### src/rtl/vram_scheduler.sv
// Video SRAM access scheduler: burst line fetches with priority, single-byte host
// writes through a one-entry holding register, with a run limiter so writes still get through.
module vram_scheduler #(
  parameter int AWIDTH    = 19,
  parameter int DWIDTH    = 8,
  parameter int LWIDTH    = 8,
  parameter int FETCH_RUN = 8
) (
  input  logic              MemClk,
  input  logic              MemRstN,
  input  logic              FetchReq,
  input  logic [AWIDTH-1:0] FetchAddr,
  input  logic [LWIDTH-1:0] FetchLen,
  output logic              FetchBusy,
  output logic [DWIDTH-1:0] FetchData,
  output logic              FetchValid,
  output logic              FetchDone,
  output logic              FetchErr,
  input  logic              HostValid,
  output logic              HostReady,
  input  logic [AWIDTH-1:0] HostAddr,
  input  logic [DWIDTH-1:0] HostData,
  output logic [AWIDTH-1:0] SramAddr,
  output logic [DWIDTH-1:0] SramWData,
  output logic              SramDrive,
  input  logic [DWIDTH-1:0] SramRData,
  output logic              SramWE_n,
  output logic              SramOE_n,
  output logic [2:0]        dbg_state
);

  localparam int RWIDTH = $clog2(FETCH_RUN + 1);

  typedef enum logic [2:0] {
    IDLE     = 3'd0,
    READ     = 3'd1,
    TURN     = 3'd2,
    WR_SETUP = 3'd3,
    WR_PULSE = 3'd4,
    WR_HOLD  = 3'd5
  } state_t;

  state_t            state, state_n;
  logic [AWIDTH-1:0] addr_cnt, addr_cnt_n, rd_addr, sram_addr_n, host_addr_q;
  logic [LWIDTH-1:0] remaining, remaining_n, rd_rem;
  logic [RWIDTH-1:0] run, run_n, run_inc;
  logic [DWIDTH-1:0] host_data_q, wdata_n;
  logic              host_full, host_load, accept, accept_zero;
  logic              oe_n_n, we_n_n, drive_n;

  assign dbg_state = state;
  // Host handshake: a byte transfers on any edge where HostValid and HostReady are both high.
  assign host_load = HostValid && HostReady;

  always_comb begin
    accept      = FetchReq && !FetchBusy && (state == IDLE) && (FetchLen != '0);
    accept_zero = FetchReq && !FetchBusy && (state == IDLE) && (FetchLen == '0);
    run_inc     = (run == RWIDTH'(FETCH_RUN)) ? run : run + 1'b1;
    state_n     = state;
    case (state)
      IDLE: begin
        if (accept)                          state_n = READ;
        else if (!accept_zero && host_full)  state_n = WR_SETUP;
      end
      READ: begin
        if (remaining == '0)
          state_n = host_full ? TURN : IDLE;
        else if (host_full && run_inc == RWIDTH'(FETCH_RUN))
          state_n = TURN;
      end
      TURN: begin
        if (host_full)              state_n = WR_SETUP;
        else if (remaining != '0)   state_n = READ;
        else                        state_n = IDLE;
      end
      WR_SETUP: state_n = WR_PULSE;
      WR_PULSE: state_n = WR_HOLD;
      WR_HOLD: begin
        if (remaining != '0)  state_n = TURN;
        else if (host_full)   state_n = WR_SETUP;
        else                  state_n = IDLE;
      end
      default: state_n = IDLE;
    endcase

    // addr_cnt/remaining describe the next read still to be issued.
    rd_addr     = accept ? FetchAddr : addr_cnt;
    rd_rem      = accept ? FetchLen : remaining;
    addr_cnt_n  = addr_cnt;
    remaining_n = remaining;
    run_n       = run;
    sram_addr_n = SramAddr;
    wdata_n     = SramWData;
    if (state == READ) run_n = run_inc;
    if (state == WR_PULSE) run_n = '0;
    if (state_n == READ) begin
      addr_cnt_n  = rd_addr + 1'b1;
      remaining_n = rd_rem - 1'b1;
      sram_addr_n = rd_addr;
    end
    if (state_n == WR_SETUP) begin
      sram_addr_n = host_addr_q;
      wdata_n     = host_data_q;
    end
    oe_n_n  = (state_n != READ);
    we_n_n  = (state_n != WR_PULSE);
    drive_n = (state_n == WR_SETUP) || (state_n == WR_PULSE) || (state_n == WR_HOLD);
  end

  always_ff @(posedge MemClk or negedge MemRstN) begin
    if (!MemRstN) begin
      state     <= IDLE;
      addr_cnt  <= '0;
      remaining <= '0;
      run       <= '0;
      SramAddr  <= '0;
      SramWData <= '0;
      SramOE_n  <= 1'b1;
      SramWE_n  <= 1'b1;
      SramDrive <= 1'b0;
    end else begin
      state     <= state_n;
      addr_cnt  <= addr_cnt_n;
      remaining <= remaining_n;
      run       <= run_n;
      SramAddr  <= sram_addr_n;
      SramWData <= wdata_n;
      SramOE_n  <= oe_n_n;
      SramWE_n  <= we_n_n;
      SramDrive <= drive_n;
    end
  end

  // HostReady rises one cycle after the register empties, and drops on the loading edge.
  always_ff @(posedge MemClk or negedge MemRstN) begin
    if (!MemRstN) begin
      host_full   <= 1'b0;
      host_addr_q <= '0;
      host_data_q <= '0;
      HostReady   <= 1'b0;
    end else begin
      HostReady <= !host_full && !host_load;
      if (host_load) begin
        host_full   <= 1'b1;
        host_addr_q <= HostAddr;
        host_data_q <= HostData;
      end else if (state == WR_PULSE) begin
        host_full <= 1'b0;
      end
    end
  end

  always_ff @(posedge MemClk or negedge MemRstN) begin
    if (!MemRstN) begin
      FetchBusy  <= 1'b0;
      FetchData  <= '0;
      FetchValid <= 1'b0;
      FetchDone  <= 1'b0;
      FetchErr   <= 1'b0;
    end else begin
      FetchValid <= (state == READ);
      if (state == READ) FetchData <= SramRData;
      FetchDone <= ((state == READ) && (remaining == '0)) || accept_zero;
      FetchErr  <= FetchReq && FetchBusy;
      if (accept)         FetchBusy <= 1'b1;
      else if (FetchDone) FetchBusy <= 1'b0;
    end
  end

endmodule

### config.mk
export PLATFORM = sky130hd
export DESIGN_NAME = vram_scheduler
export DESIGN_NICKNAME = d
export VERILOG_FILES = /design/src/rtl/vram_scheduler.sv
export SDC_FILE = /design/constraint.sdc
export NUM_CORES = 1
export LEC_CHECK = 0
export ABC_CLOCK_PERIOD_IN_PS = 7100
export CAP_MARGIN = 20
export CORE_MARGIN = 10
export CORE_UTILIZATION = 45
export CTS_CLUSTER_DIAMETER = 40
export DETAILED_ROUTE_END_ITERATION = 16
export GPL_TIMING_DRIVEN = 0
export PLACE_DENSITY = 0.79
export SETUP_SLACK_MARGIN = 0.05
export SKIP_LAST_GASP = 1
export SLEW_MARGIN = 20
export SYNTH_ARGS = -nofsm -noshare
export SYNTH_HDL_FRONTEND = slang
export SYNTH_SLANG_ARGS = --single-unit
### constraint.sdc
create_clock -name MemClk -period 7.1 [get_ports MemClk]
set_input_delay 1.42 -clock MemClk [delete_from_list [all_inputs] [get_ports MemClk]]
set_output_delay 1.42 -clock MemClk [all_outputs]
set_load 0.02 [all_outputs]
Word-level counts from Yosys, hierarchy flattened. Index checks and enable logic that the tools add are counted.

$add $sub $neg: 3. Equality and inequality tests: 13. Multiplexer cells: 21. Reductions and logical operators: 26.

Operators by type and width (number): 19-bit two-way mux (3); 19-bit by 1-bit adder with 19-bit output, second input constant (1); 3-bit case mux with 6 select lines (1); 8-bit zero test (2); 8-bit nonzero test (2); 3-bit equality test, second input constant (4); 3-bit two-way mux (4); 4-bit two-way mux (3); 1-bit logical AND (10); 3-bit by 2-bit equality test with 1-bit output, second input constant (3); 4-bit equality test, second input constant (2); 2-bit two-way mux (4); 8-bit two-way mux (1); 2-bit nonzero test (4); 8-bit by 1-bit subtractor with 8-bit output, second input constant (1); 3-bit by 1-bit equality test with 1-bit output, second input constant (2); 1-bit two-way mux (5); 4-bit by 1-bit adder with 4-bit output, second input constant (1); 1-bit zero test (4); 3-bit zero test (1); 1-bit logical OR (3); 3-bit by 1-bit != test with 1-bit output, second input constant (1); 3-bit != test, second input constant (1).

Flip-flop bits (word level): 105. Output and inout bits: 46.

Logic depth before layout (Yosys ltp).
Depth in word-level cells: 12. Mapped depth: 12. Mapped depth without buffers: 10.

Least setup slack after synthesis. OpenSTA, ideal clock, no wires.

Path type: in2reg. Start point: in FetchLen[0]. End point: reg addr_cnt[12]. Path slack: 3177 ps. Arrival: 3828 ps. Path buffers: 1. Stages on the path: 11. Path through: nor3_1 -> nand3_1 -> nand2_1 -> buf_2 -> mux2_2 -> ha_1 -> and3_1 -> nand3_1 -> a22oi_1 -> and3_1 -> o31ai_1.

Word-level cells in the longest chain between the ends: 8. Elaborated cells between the ends (all ways): 12.

Ends and longest elaborated chain: start: declaration (line 13) `input logic [LWIDTH-1:0] FetchLen,`; parallel branches: the longest is 8 deep, another holds 19-bit by 1-bit adder with 19-bit output; end signal: assignment (line 123) `addr_cnt <= addr_cnt_n;`; end: declaration (line 44) `logic [AWIDTH-1:0] addr_cnt, addr_cnt_n, rd_addr, sram_addr_n, host_addr_q;`.

Several ways; the timed one is not identified. A chain may end at the register's enable or synchronous reset.

Worst setup path in the final report.
Start point: in FetchLen[2]. End point: reg addr_cnt[18].

Same word-level chain as after synthesis.

==> results.yml <==
outcome:
  status: "finished clean"
global_routing:
  busiest_layer: "met2"
  number_of_antenna_violations_at_the_first_check_in_global_routing: 0
  gr-usage-met3: 0.0455
  number_of_global_route_vias_before_repair: 4825
  grtUsageTotal: 0.192
  grt.met1_usage: 0.252
  grt_start_max_net_pins: 71
  grt-ovfl-total: 0
  globalRouteMet2Util: 0.306
  grt_first_pass_wirelength_mm: 25.8
clock_tree:
  cts_buffer_count: 9
  cts_hold_buf: 0
  ctsLongestPathBuffers: 2
  clock_input_transition_at_the_sequential_cells_of_the_worst_setup_and_hold_paths_ns: 0.07
  htree_num_levels: 3
  clock_latency_ns: 0.36
  cts_tree: "yes"
  clock-root-buffer: "sky130_fd_sc_hd__clkbuf_16"
  cts_resized: 0
  post-cts-setup-buffer-count: 0
  clock_sink_count: 105
logic_synthesis:
  synth_largest_type_area_fraction: 0.465
  yosys_warnings: 0
  synthCells: 531
  synth-async-reset-ratio: 1.00
  synth_top_cells_by_area: "sky130_fd_sc_hd__dfrtp_1, sky130_fd_sc_hd__mux2_2, sky130_fd_sc_hd__nand2_1"
  ys_seq_area_frac: 0.474
  most_used_standard_cell_by_instance_count_after_synthesis: "sky130_fd_sc_hd__dfrtp_1"
  synth-edff-count: 0
  synth.top_cells.by_count: "sky130_fd_sc_hd__dfrtp_1, sky130_fd_sc_hd__nand2_1, sky130_fd_sc_hd__mux2_2"
  syn-mean-instance-area_um2: 10.4
  ys_flop_type: "sky130_fd_sc_hd__dfrtp_1"
  ys_ff_latch: 105
  synth.cell_area_mm2: 0.00554
  number_of_nets_in_the_synthesized_netlist: 601
  netlist.top_cell.by_area: "sky130_fd_sc_hd__dfrtp_1"
  yosysUniqueCellTypes: 62
floorplan:
  coreArea_mm2: 0.0121
  floorplan.rows: 40
  area_enclosed_by_the_die_boundary_mm2: 0.0172
  start_util: 0.460
  pin_count: 112
  die-width_um: 131
  fp.dieH_um: 131
timing:
  fin_skew_ns: 0.00666
  rsz0062_at_grt: "no"
  finalSetupViolCount: 0
  layout_worst_path_cycle_share: 0.709
  setup_tns_ns: 0
  fmax_mhz: 199
  fin_crit_ns: 5.04
  timing.final.max_slew_violations: 0
  worst_slew_margin_rel: 0.335
  postLayoutSetupSlackWorst_ns: 2.06
  final_hold_viol_count: 0
  worst_pin_slew_ns: 0.998
setup_path:
  crit_path_dat_ns: 5.29
  critical_path.startpoint_type: "primary input"
  startpoint: "FetchLen[2]"
  worst_r2r_path_depth: 12
  rr_startpoint: "dbg_state[1]$_DFF_PN0_"
  worstPathMaxFanout: 10
  end_kind: "flop"
  critPathRequiredTime_ns: 7.35
  reg2reg_setup_slack_ns: 3.49
  setup.worst_path.class: "primary input to flop"
  worstSetupEndpoint: "addr_cnt[18]$_DFFE_PN0N_"
  regToRegEndpoint: "addr_cnt[18]$_DFFE_PN0N_"
power_and_ir_drop:
  total_power_w: 0.00318
  internal_power_w: 0.00184
  peakVddDrop_v: 0.000285
  pwr_density_cell_mw_per_mm2: 444
  power.leakage_nw: 3.03
  power.switching_fraction: 0.420
  pwr-share-seq: 0.333
  pwr-share-clk: 0.148
  total_switching_power_w: 0.00133
  combinational_fraction_of_design_power: 0.519
cells_and_area:
  layout_area_overhead_pct: 29.2
  post_layout_nonfiller_instances: 826
  num-fill-cells: 1048
  antenna_cells_inserted: 0
  fin_nets: 724
  drive_above_1_share: 0.153
  stdcell_area_mm2: 0.00716
detailed_routing:
  final_antenna_net_count: 0
  via_per_inst: 5.76
  routed_wire_length_per_instance_um: 19.3
  dr.pass1.iters: 5
  drc_violation_total_after_the_first_tritonroute_iteration: 509
  drt_wl_total_mm: 15.9
  via_count: 4761
  drcViolationCount: 0
min_path:
  worstHoldStart: "FetchDone$_DFF_PN0_"
  worstHoldPathType: "flop to flop"
place:
  post-place-cells: 811
  placedInstanceArea_mm2: 0.00689
  dpl_ws_ns: 1.83
  gp_weighted_congestion: 0.911
  dp.final_hpwl_mm: 12.0
  io_buffers: 111
job:
  max-cap-violations: 0
## placed cells by master, fill, tap and decap left out, types with 4 or more instances in the layout
master                            Yosys  layout
sky130_fd_sc_hd__o211ai_1            10      10
sky130_fd_sc_hd__clkbuf_16            0       9
sky130_fd_sc_hd__and3_1               9       9
sky130_fd_sc_hd__clkbuf_1            10      11
sky130_fd_sc_hd__nor4_1               7       7
sky130_fd_sc_hd__nor3_1               7       7
sky130_fd_sc_hd__nand3_1              8       8
sky130_fd_sc_hd__mux2i_1             25      25
sky130_fd_sc_hd__o31a_1               4       4
sky130_fd_sc_hd__mux2_2              55      55
sky130_fd_sc_hd__nand2b_1             5       5
sky130_fd_sc_hd__and4_1               8       8
sky130_fd_sc_hd__dfrtp_1            103     103
sky130_fd_sc_hd__nand2_1             75      75
sky130_fd_sc_hd__ha_1                 4       4
sky130_fd_sc_hd__a21oi_1             12      12
sky130_fd_sc_hd__a22oi_1              7       7
sky130_fd_sc_hd__o21ai_0             46      46
sky130_fd_sc_hd__nand4_1             10      10
sky130_fd_sc_hd__o31ai_1             11      11
sky130_fd_sc_hd__nor2_1              18      18
sky130_fd_sc_hd__inv_1               11      11
sky130_fd_sc_hd__a31oi_1              9       9
sky130_fd_sc_hd__buf_2               14      14
sky130_fd_sc_hd__xnor2_1              4       4
sky130_fd_sc_hd__clkdlybuf4s50_1      0     110
## cell type report
cell class | instances | area, um^2 | share of cell area
buffer | 27 | 134 | 0.0187
clock buffer | 10 | 229 | 0.0320
clock inverter | 5 | 38.8 | 0.00542
inverter | 11 | 41.3 | 0.00577
multi-input combinational | 388 | 2740 | 0.382
sequential | 105 | 2630 | 0.367
tap | 168 | 210 | 0.0294
timing repair buffer | 112 | 1140 | 0.159
## flip-flops by register name, indices dropped and copies added (netlist names)
name and count:
SramAddr 19, addr_cnt 19, host_addr_q 19, FetchData 8, SramWData 8, host_data_q 8
remaining 8, run 4, dbg_state 3, FetchBusy 1, FetchDone 1, FetchErr 1
FetchValid 1, HostReady 1, SramDrive 1, SramOE_n 1, SramWE_n 1, host_full 1
## metrics by stage
step | util | hold slack (ns)
after floorplan | - | 0.443
after global placement | 0.569 | 0.444
after detailed placement | 0.571 | 0.456
after CTS | 0.594 | 0.465
after global routing | 0.594 | 0.478
final | 0.594 | 0.458
## per-layer routing
metal / up-vias / routed length [um]
li1: 2220 / -
met1: 2342 / 6940
met2: 184 / 7670
met3: 15 / 1060
met4: 0 / 254
met5: - / 0
## worst min path at each step
stage / slack (ns) / depth (start not counted) / to
2_1_floorplan: 0.44 / 2 / addr_cnt[18]$_DFFE_PN0N_
3_3_place_gp: 0.44 / 1 / FetchBusy$_DFFE_PN0P_
3_5_place_dp: 0.46 / 1 / FetchBusy$_DFFE_PN0P_
4_1_cts: 0.47 / 1 / FetchBusy$_DFFE_PN0P_
5_1_grt: 0.48 / 1 / FetchBusy$_DFFE_PN0P_
6_report: 0.46 / 1 / FetchBusy$_DFFE_PN0P_
## power groups by stage
stage | Sequential [W] | Clock (W) | Combinational (W)
2_1_floorplan | 0.00115 | 0 | 0.000962
3_3_place_gp | 0.00105 | 0 | 0.00160
3_5_place_dp | 0.00106 | 0 | 0.00165
4_1_cts | 0.00106 | 0.000482 | 0.00166
5_1_grt | 0.00110 | 0.000505 | 0.00180
6_report | 0.00106 | 0.000469 | 0.00165
## cell families (layout without fill, tap and decap cells)
kind of cell	after synthesis	after routing	share of synthesized area
xor gates and xnor gates	7	7	0.0111
AOI/OAI and AO/OA	133	133	0.166
DFF	105	105	0.474
buffers and inverters	38	165	0.0316
and+or+nand+nor	164	164	0.151
muxes	80	80	0.157
adders and majority gates	4	4	0.00903
## worst max-delay path: stages
cell	delay (ns)
sky130_fd_sc_hd__clkdlybuf4s50_1	0.49
sky130_fd_sc_hd__nor3_1	0.49
sky130_fd_sc_hd__nand3_1	0.39
sky130_fd_sc_hd__nand2_1	0.36
sky130_fd_sc_hd__buf_2	0.36
sky130_fd_sc_hd__mux2_2	0.25
sky130_fd_sc_hd__ha_1	0.21
sky130_fd_sc_hd__and3_1	0.18
sky130_fd_sc_hd__nand3_1	0.16
sky130_fd_sc_hd__a22oi_1	0.58
sky130_fd_sc_hd__a31oi_1	0.16
sky130_fd_sc_hd__o31ai_1	0.26
No activity file was read; power rests on OpenSTA's default activity.
